## src/rtl/kernel_ram_pkg.sv

```systemverilog
// Shared defaults and read-owner encoding for the kernel RAM arbiter.
package kernel_ram_pkg;

  localparam int ADDR_W_DEF   = 13;
  localparam int DATA_W_DEF   = 32;
  localparam int STARVE_LIMIT = 16;

  // Which requester the read data arriving next cycle belongs to.
  typedef enum logic [1:0] {
    OWN_NONE = 2'd0,
    OWN_M0   = 2'd1,
    OWN_M1   = 2'd2
  } owner_e;

endpackage

```

## src/rtl/kernel_ram_rr_pick.sv

```systemverilog
// Two-way round-robin pick with DMA burst lock and CPU starvation override.
module kernel_ram_rr_pick (
  input  logic clk,
  input  logic reset,
  input  logic req0,
  input  logic req1,
  input  logic lock,
  input  logic force0,
  output logic gnt0,
  output logic gnt1
);

  logic rr;
  logic last_m1;
  logic lock_active;

  // The lock only counts while m1 still owns the port and is still asking.
  assign lock_active = last_m1 & lock & req1;

  // Resolve this cycle's winner; a lone requester always wins immediately.
  always_comb begin
    gnt0 = 1'b0;
    gnt1 = 1'b0;
    if (req0 && req1) begin
      if (force0)           gnt0 = 1'b1;
      else if (lock_active) gnt1 = 1'b1;
      else if (rr)          gnt1 = 1'b1;
      else                  gnt0 = 1'b1;
    end else if (req0) begin
      gnt0 = 1'b1;
    end else if (req1) begin
      gnt1 = 1'b1;
    end
  end

  // Point rr at the loser after each grant, freezing it during a locked burst.
  always_ff @(posedge clk or posedge reset) begin
    if (reset) begin
      rr      <= 1'b0;
      last_m1 <= 1'b0;
    end else if (gnt0) begin
      rr      <= 1'b1;
      last_m1 <= 1'b0;
    end else if (gnt1) begin
      last_m1 <= 1'b1;
      if (!lock_active) rr <= 1'b0;
    end
  end

endmodule

```

## src/rtl/kernel_ram_arbiter.sv

```systemverilog
// Shares one single-port RAM between the CPU data port (m0) and DMA (m1).
module kernel_ram_arbiter
  import kernel_ram_pkg::*;
#(
  parameter int ADDR_W = ADDR_W_DEF,
  parameter int DATA_W = DATA_W_DEF
) (
  input  logic                clk,
  input  logic                reset,
  input  logic                m0_req,
  input  logic [ADDR_W-1:0]   m0_addr,
  input  logic [DATA_W-1:0]   m0_wdata,
  input  logic [DATA_W/8-1:0] m0_be,
  input  logic                m0_we,
  output logic                m0_gnt,
  output logic                m0_rvalid,
  output logic [DATA_W-1:0]   m0_rdata,
  input  logic                m1_req,
  input  logic [ADDR_W-1:0]   m1_addr,
  input  logic [DATA_W-1:0]   m1_wdata,
  input  logic [DATA_W/8-1:0] m1_be,
  input  logic                m1_we,
  input  logic                m1_lock,
  output logic                m1_gnt,
  output logic                m1_rvalid,
  output logic [DATA_W-1:0]   m1_rdata,
  output logic [ADDR_W-1:0]   ram_addr,
  output logic [DATA_W-1:0]   ram_wdata,
  output logic [DATA_W/8-1:0] ram_be,
  output logic                ram_write,
  input  logic [DATA_W-1:0]   ram_rdata
);

  logic              pick_gnt0;
  logic              pick_gnt1;
  logic              force0;
  logic [7:0]        starve_cnt;
  logic [ADDR_W-1:0] last_addr;
  owner_e            owner;

  assign force0 = (starve_cnt >= 8'(STARVE_LIMIT));

  kernel_ram_rr_pick u_pick (
    .clk    (clk),
    .reset  (reset),
    .req0   (m0_req),
    .req1   (m1_req),
    .lock   (m1_lock),
    .force0 (force0),
    .gnt0   (pick_gnt0),
    .gnt1   (pick_gnt1)
  );

  // No access may be accepted while reset is held.
  assign m0_gnt = pick_gnt0 & ~reset;
  assign m1_gnt = pick_gnt1 & ~reset;

  // Count consecutive locked m1 grants so the CPU cannot be starved forever.
  always_ff @(posedge clk or posedge reset) begin
    if (reset) begin
      starve_cnt <= 8'd0;
    end else if (m0_gnt || !m1_lock) begin
      starve_cnt <= 8'd0;
    end else if (m1_gnt && starve_cnt != 8'hFF) begin
      starve_cnt <= starve_cnt + 8'd1;
    end
  end

  // Steer the winner onto the RAM port; idle cycles park on the last address.
  always_comb begin
    ram_addr  = last_addr;
    ram_wdata = '0;
    ram_be    = '0;
    ram_write = 1'b0;
    if (m0_gnt) begin
      ram_addr  = m0_addr;
      ram_wdata = m0_wdata;
      ram_be    = m0_be;
      ram_write = m0_we;
    end else if (m1_gnt) begin
      ram_addr  = m1_addr;
      ram_wdata = m1_wdata;
      ram_be    = m1_be;
      ram_write = m1_we;
    end
  end

  // Remember the last granted address and who owns next cycle's read data.
  always_ff @(posedge clk or posedge reset) begin
    if (reset) begin
      last_addr <= '0;
      owner     <= OWN_NONE;
    end else begin
      if (m0_gnt || m1_gnt) last_addr <= ram_addr;
      if (m0_gnt && !m0_we)      owner <= OWN_M0;
      else if (m1_gnt && !m1_we) owner <= OWN_M1;
      else                       owner <= OWN_NONE;
    end
  end

  assign m0_rvalid = (owner == OWN_M0);
  assign m1_rvalid = (owner == OWN_M1);
  assign m0_rdata  = m0_rvalid ? ram_rdata : '0;
  assign m1_rdata  = m1_rvalid ? ram_rdata : '0;

endmodule

```

## config.mk

```make
export PLATFORM = sky130hd
export DESIGN_NAME = kernel_ram_arbiter
export DESIGN_NICKNAME = d
export VERILOG_FILES = /design/src/rtl/kernel_ram_pkg.sv /design/src/rtl/kernel_ram_rr_pick.sv /design/src/rtl/kernel_ram_arbiter.sv
export SDC_FILE = /design/constraint.sdc
export NUM_CORES = 1
export LEC_CHECK = 0
export ABC_AREA = 0
export CORE_MARGIN = 10
export CORE_UTILIZATION = 27
export DETAILED_ROUTE_END_ITERATION = 12
export PLACE_DENSITY = 0.84
export SLEW_MARGIN = 10
export SYNTH_ARGS = -nofsm -noshare
export SYNTH_HDL_FRONTEND = slang
export SYNTH_SLANG_ARGS = --single-unit
```

## constraint.sdc

```tcl
create_clock -name clk -period 3.6 [get_ports clk]
set_clock_uncertainty 0.2 [all_clocks]
set_input_delay 0.9 -clock clk [delete_from_list [all_inputs] [get_ports clk]]
set_output_delay 0.9 -clock clk [all_outputs]
set_load 0.005 [all_outputs]
```

==> results.py <==
metrics = {
    "synthesis": {
        "synthTopCellsByCount": "64 x and2_1, 44 x nand2_1, 38 x a22o_1",
        "yosysUniqueCellTypes": 32,
        "synthesis.nets": 402,
        "synth_warnings": 0,
        "synth_fa_ha_area_share_pct": 1.206,
        "synth_top_family_by_area": "simple AND/OR/NAND/NOR gates",
        "synth-edff-count": 0,
        "synth.most_common_cell": "and2_1",
        "ys_seq_area_share_pct": 30.16,
        "syn_inst": 263,
        "synth_compound_area_share_pct": 28.35,
        "synth_top_area_share_pct": 30.16,
        "async_reset_ff_share_pct": 100.0,
        "synth_simple_gate_area_share_pct": 35.10,
        "ys_ff_latch": 25,
        "syn_area_sq_um": 2074,
        "synth.largest_area_cell": "dfrtp_1",
        "synthTopCellsByArea": "dfrtp_1 30%, and2_1 19%, a22o_1 16%",
        "synth-xor-area-share_pct": 0,
        "ys.flop_type": "dfrtp_1",
        "postSynthAreaPerCell_sq_um": 7.888,
        "synth.mux.area_fraction_pct": 0,
    },
    "global_routing": {
        "grt_pass1_wl_um": 19780,
        "grt_pass1_vias": 3305,
        "grt_overflow": 0,
        "grt_max_degree": 34,
        "grt_antenna_before_repair": 0,
        "grt_usage_pct": 22.07,
    },
    "place": {
        "placed_area_sq_um": 4881,
        "io_buffers": 254,
        "place_inst": 620,
        "place_congestion": 0.9076,
        "preCtsSetupSlack_ns": -0.3723,
        "hpwl_um": 11480,
    },
    "hold_path": {
        "hold_path_depth": 2,
        "hp-start": "last_addr[4]$_DFFE_PP0P_",
        "hold_end": "last_addr[4]$_DFFE_PP0P_",
        "hold_path.class": "reg -> reg",
    },
    "worst_setup_path": {
        "worstPathCellList": "dlygate4sd2_1, a21o_1, buf_6, a31oi_4, buf_12, buf_4, buf_12, a22o_1, dlygate4sd2_1",
        "worstPathRequired_ns": 2.50,
        "reg2reg_depth": 6,
        "cp_slowest_cell": "dlygate4sd2_1",
        "crit_arrival_ns": 2.46,
        "worstReg2RegEnd": "starve_cnt[5]$_DFFE_PP0P_",
        "critPathLaunchType": "primary input",
        "crit_path_max_incr_delay_ns": 0.29,
        "worstSetupPathType": "in -> out",
        "crit_fanout": 6,
        "reg2reg_slack_ns": 1.28,
        "cp-end-kind": "primary output",
        "reg2reg_from": "starve_cnt[7]$_DFFE_PP0P_",
    },
    "sta": {
        "setup_violations": 0,
        "fin_crit_ns": 3.560,
        "slew_headroom_pct": 54.22,
        "hold_violations": 0,
        "fin_ws_ns": 0.04034,
        "tightest_slew_ns": 0.6841,
        "period_share_pct": 98.88,
        "rsz0062_at_grt": "yes",
        "max_freq_ghz": 0.2809,
        "fin_tns_setup_ns": 0,
        "hold_ws_ns": 0.3016,
        "maxSlewViolCount": 0,
    },
    "layout": {
        "seq_area_sq_um": 625.6,
        "fin_area_sq_um": 5207,
        "syn_to_final_growth_pct": 151.0,
        "fin_nets": 679,
        "fillers": 583,
        "finalNonFillerCells": 638,
        "multi_input_area_sq_um": 1443,
        "drive_gt1_share_pct": 11.87,
        "fin_util_pct": 70.66,
        "antennaDiodeCount": 0,
    },
    "drt": {
        "drc": 0,
        "drt_iter0_markers": 125,
        "wl_per_cell_um": 21.89,
        "vias_per_cell": 4.904,
        "firstDrtPassIters": 4,
        "vias": 3129,
        "routed_wirelength_um": 13970,
        "ant_nets": 0,
    },
    "clock_network": {
        "h-tree-depth": 1,
        "clock_sinks": 25,
        "cts_root_buffer": "clkbuf_8",
        "cts_tree": "yes",
        "cts_buffers": 3,
        "clk_latency_ns": 0.28,
        "holdBufCountCts": 0,
        "path_clk_slew_ns": 0.09,
        "clock_path_buffers": 2,
    },
    "status": {
        "outcome": "complete, no violations",
    },
    "floorplanning": {
        "io_pins": 255,
        "die_w_um": 107.7,
        "core_area_sq_um": 7370,
        "fp.dieH_um": 107.7,
        "dieArea_sq_um": 11590,
        "rows": 31,
        "initial_core_util_pct": 28.15,
    },
    "pwr": {
        "p_total_mw": 1.027,
        "power.switching_uw": 304.0,
        "total_leakage_power_nw": 2.388,
        "seqPwrFrac_pct": 31.7,
        "swShare_pct": 29.61,
        "p_clk_share_pct": 17.1,
        "power_density_nw_per_um2": 197.2,
        "ir_worst_vdd_mv": 0.1824,
        "pwr-share-comb_pct": 51.2,
        "cell_internal_pwr_uw": 722.9,
    },
    "flow_run": {
        "cap_viol_max_count": 0,
    },
}
==> cell usage in the layout, fill, tap and decap left out, drive strengths merged <==
cell type and instances:
nand2 44, nand3 5, ha 2, clkdlybuf4s50 199, nand4 1, a21oi 7
o21bai 1, nor2b 4, clkinv 1, o211ai 3, or3 1, nand2b 1
clkbuf 5, dlygate4sd2 34, a41o 1, or4 4, and4 1, nor3 3
nor4 1, nand3b 1, nor2 7, dfrtp 25, and2 64, a22o 38
bufbuf 2, a31oi 1, a22oi 13, o21ai 4, a2bb2oi 1, clkdlybuf4s15 10
inv 6, dlymetal6s2s 5, buf 39, o31ai 2, o41ai 1, o2bb2ai 1
a21o 1
==> registers in the layout, summed over array words and instances, names as in the netlist <==
register	cells
u_pick.last_m1	1
starve_cnt	8
owner	2
u_pick.rr	1
last_addr	13
==> layer usage <==
layer	global-route usage [%]	share of wire, %	up-vias
li1	-	-	1490
met1	22.94	36	1456
met2	42.06	53	165
met3	6.048	8.1	18
met4	5.916	2.1	0
met5	0	0	-
==> cell families (layout without fill, tap and decap cells) <==
family | Yosys count | count (layout)
buffers and inverters | 25 | 301
AND/OR/NAND/NOR | 137 | 137
AO/OA/AOI/OAI | 74 | 74
adder cells (fa/ha/maj) | 2 | 2
flip-flops | 25 | 25
==> timing repair <==
item / CTS / global route
gates cloned: 4 / 0
setup buffers: 6 / 4
setup endpoints to repair: 52 / 28
pin swaps: 6 / 3
gates resized for setup: 86 / 18
==> power by group through the flow <==
stage	sequential [mW]	combinational [mW]	clock, mW
after CTS	0.324	0.523	0.178
after global routing	0.328	0.564	0.186
after global placement	0.326	0.500	0
final	0.325	0.526	0.176
after detailed placement	0.326	0.509	0
after floorplan	0.321	0.145	0
==> how the worst max path moves through the flow <==
| stage | from | end | slack (ns) | cells past startpoint |
|---|---|---|---|---|
| 4_1_cts | m1_lock | ram_be[2] | 0.0006 | 8 |
| 3_3_place_gp | m1_lock | ram_wdata[20] | -0.37 | 7 |
| 3_5_place_dp | m1_lock | ram_wdata[20] | -0.37 | 7 |
| 6_report | m1_lock | ram_wdata[20] | 0.04 | 9 |
| 5_1_grt | m1_lock | ram_wdata[25] | -0.02 | 8 |
| 2_1_floorplan | reset | ram_addr[12] | 0.22 | 5 |
==> critical path: cells and delay by family <==
family	cells	cell delay, ns
compound gates	3	0.50
buf+inv	6	1.04
==> final cells by class <==
type / count / share of cell area [%]
Tap cell: 99 / 2.379
Sequential cell: 25 / 12.01
Timing Repair Buffer: 291 / 56.58
Clock buffer: 3 / 0.7929
Clock inverter: 1 / 0.09611
Inverter: 6 / 0.4325
Multi-Input combinational cell: 213 / 27.70
Power figures use the tool's default switching activity.
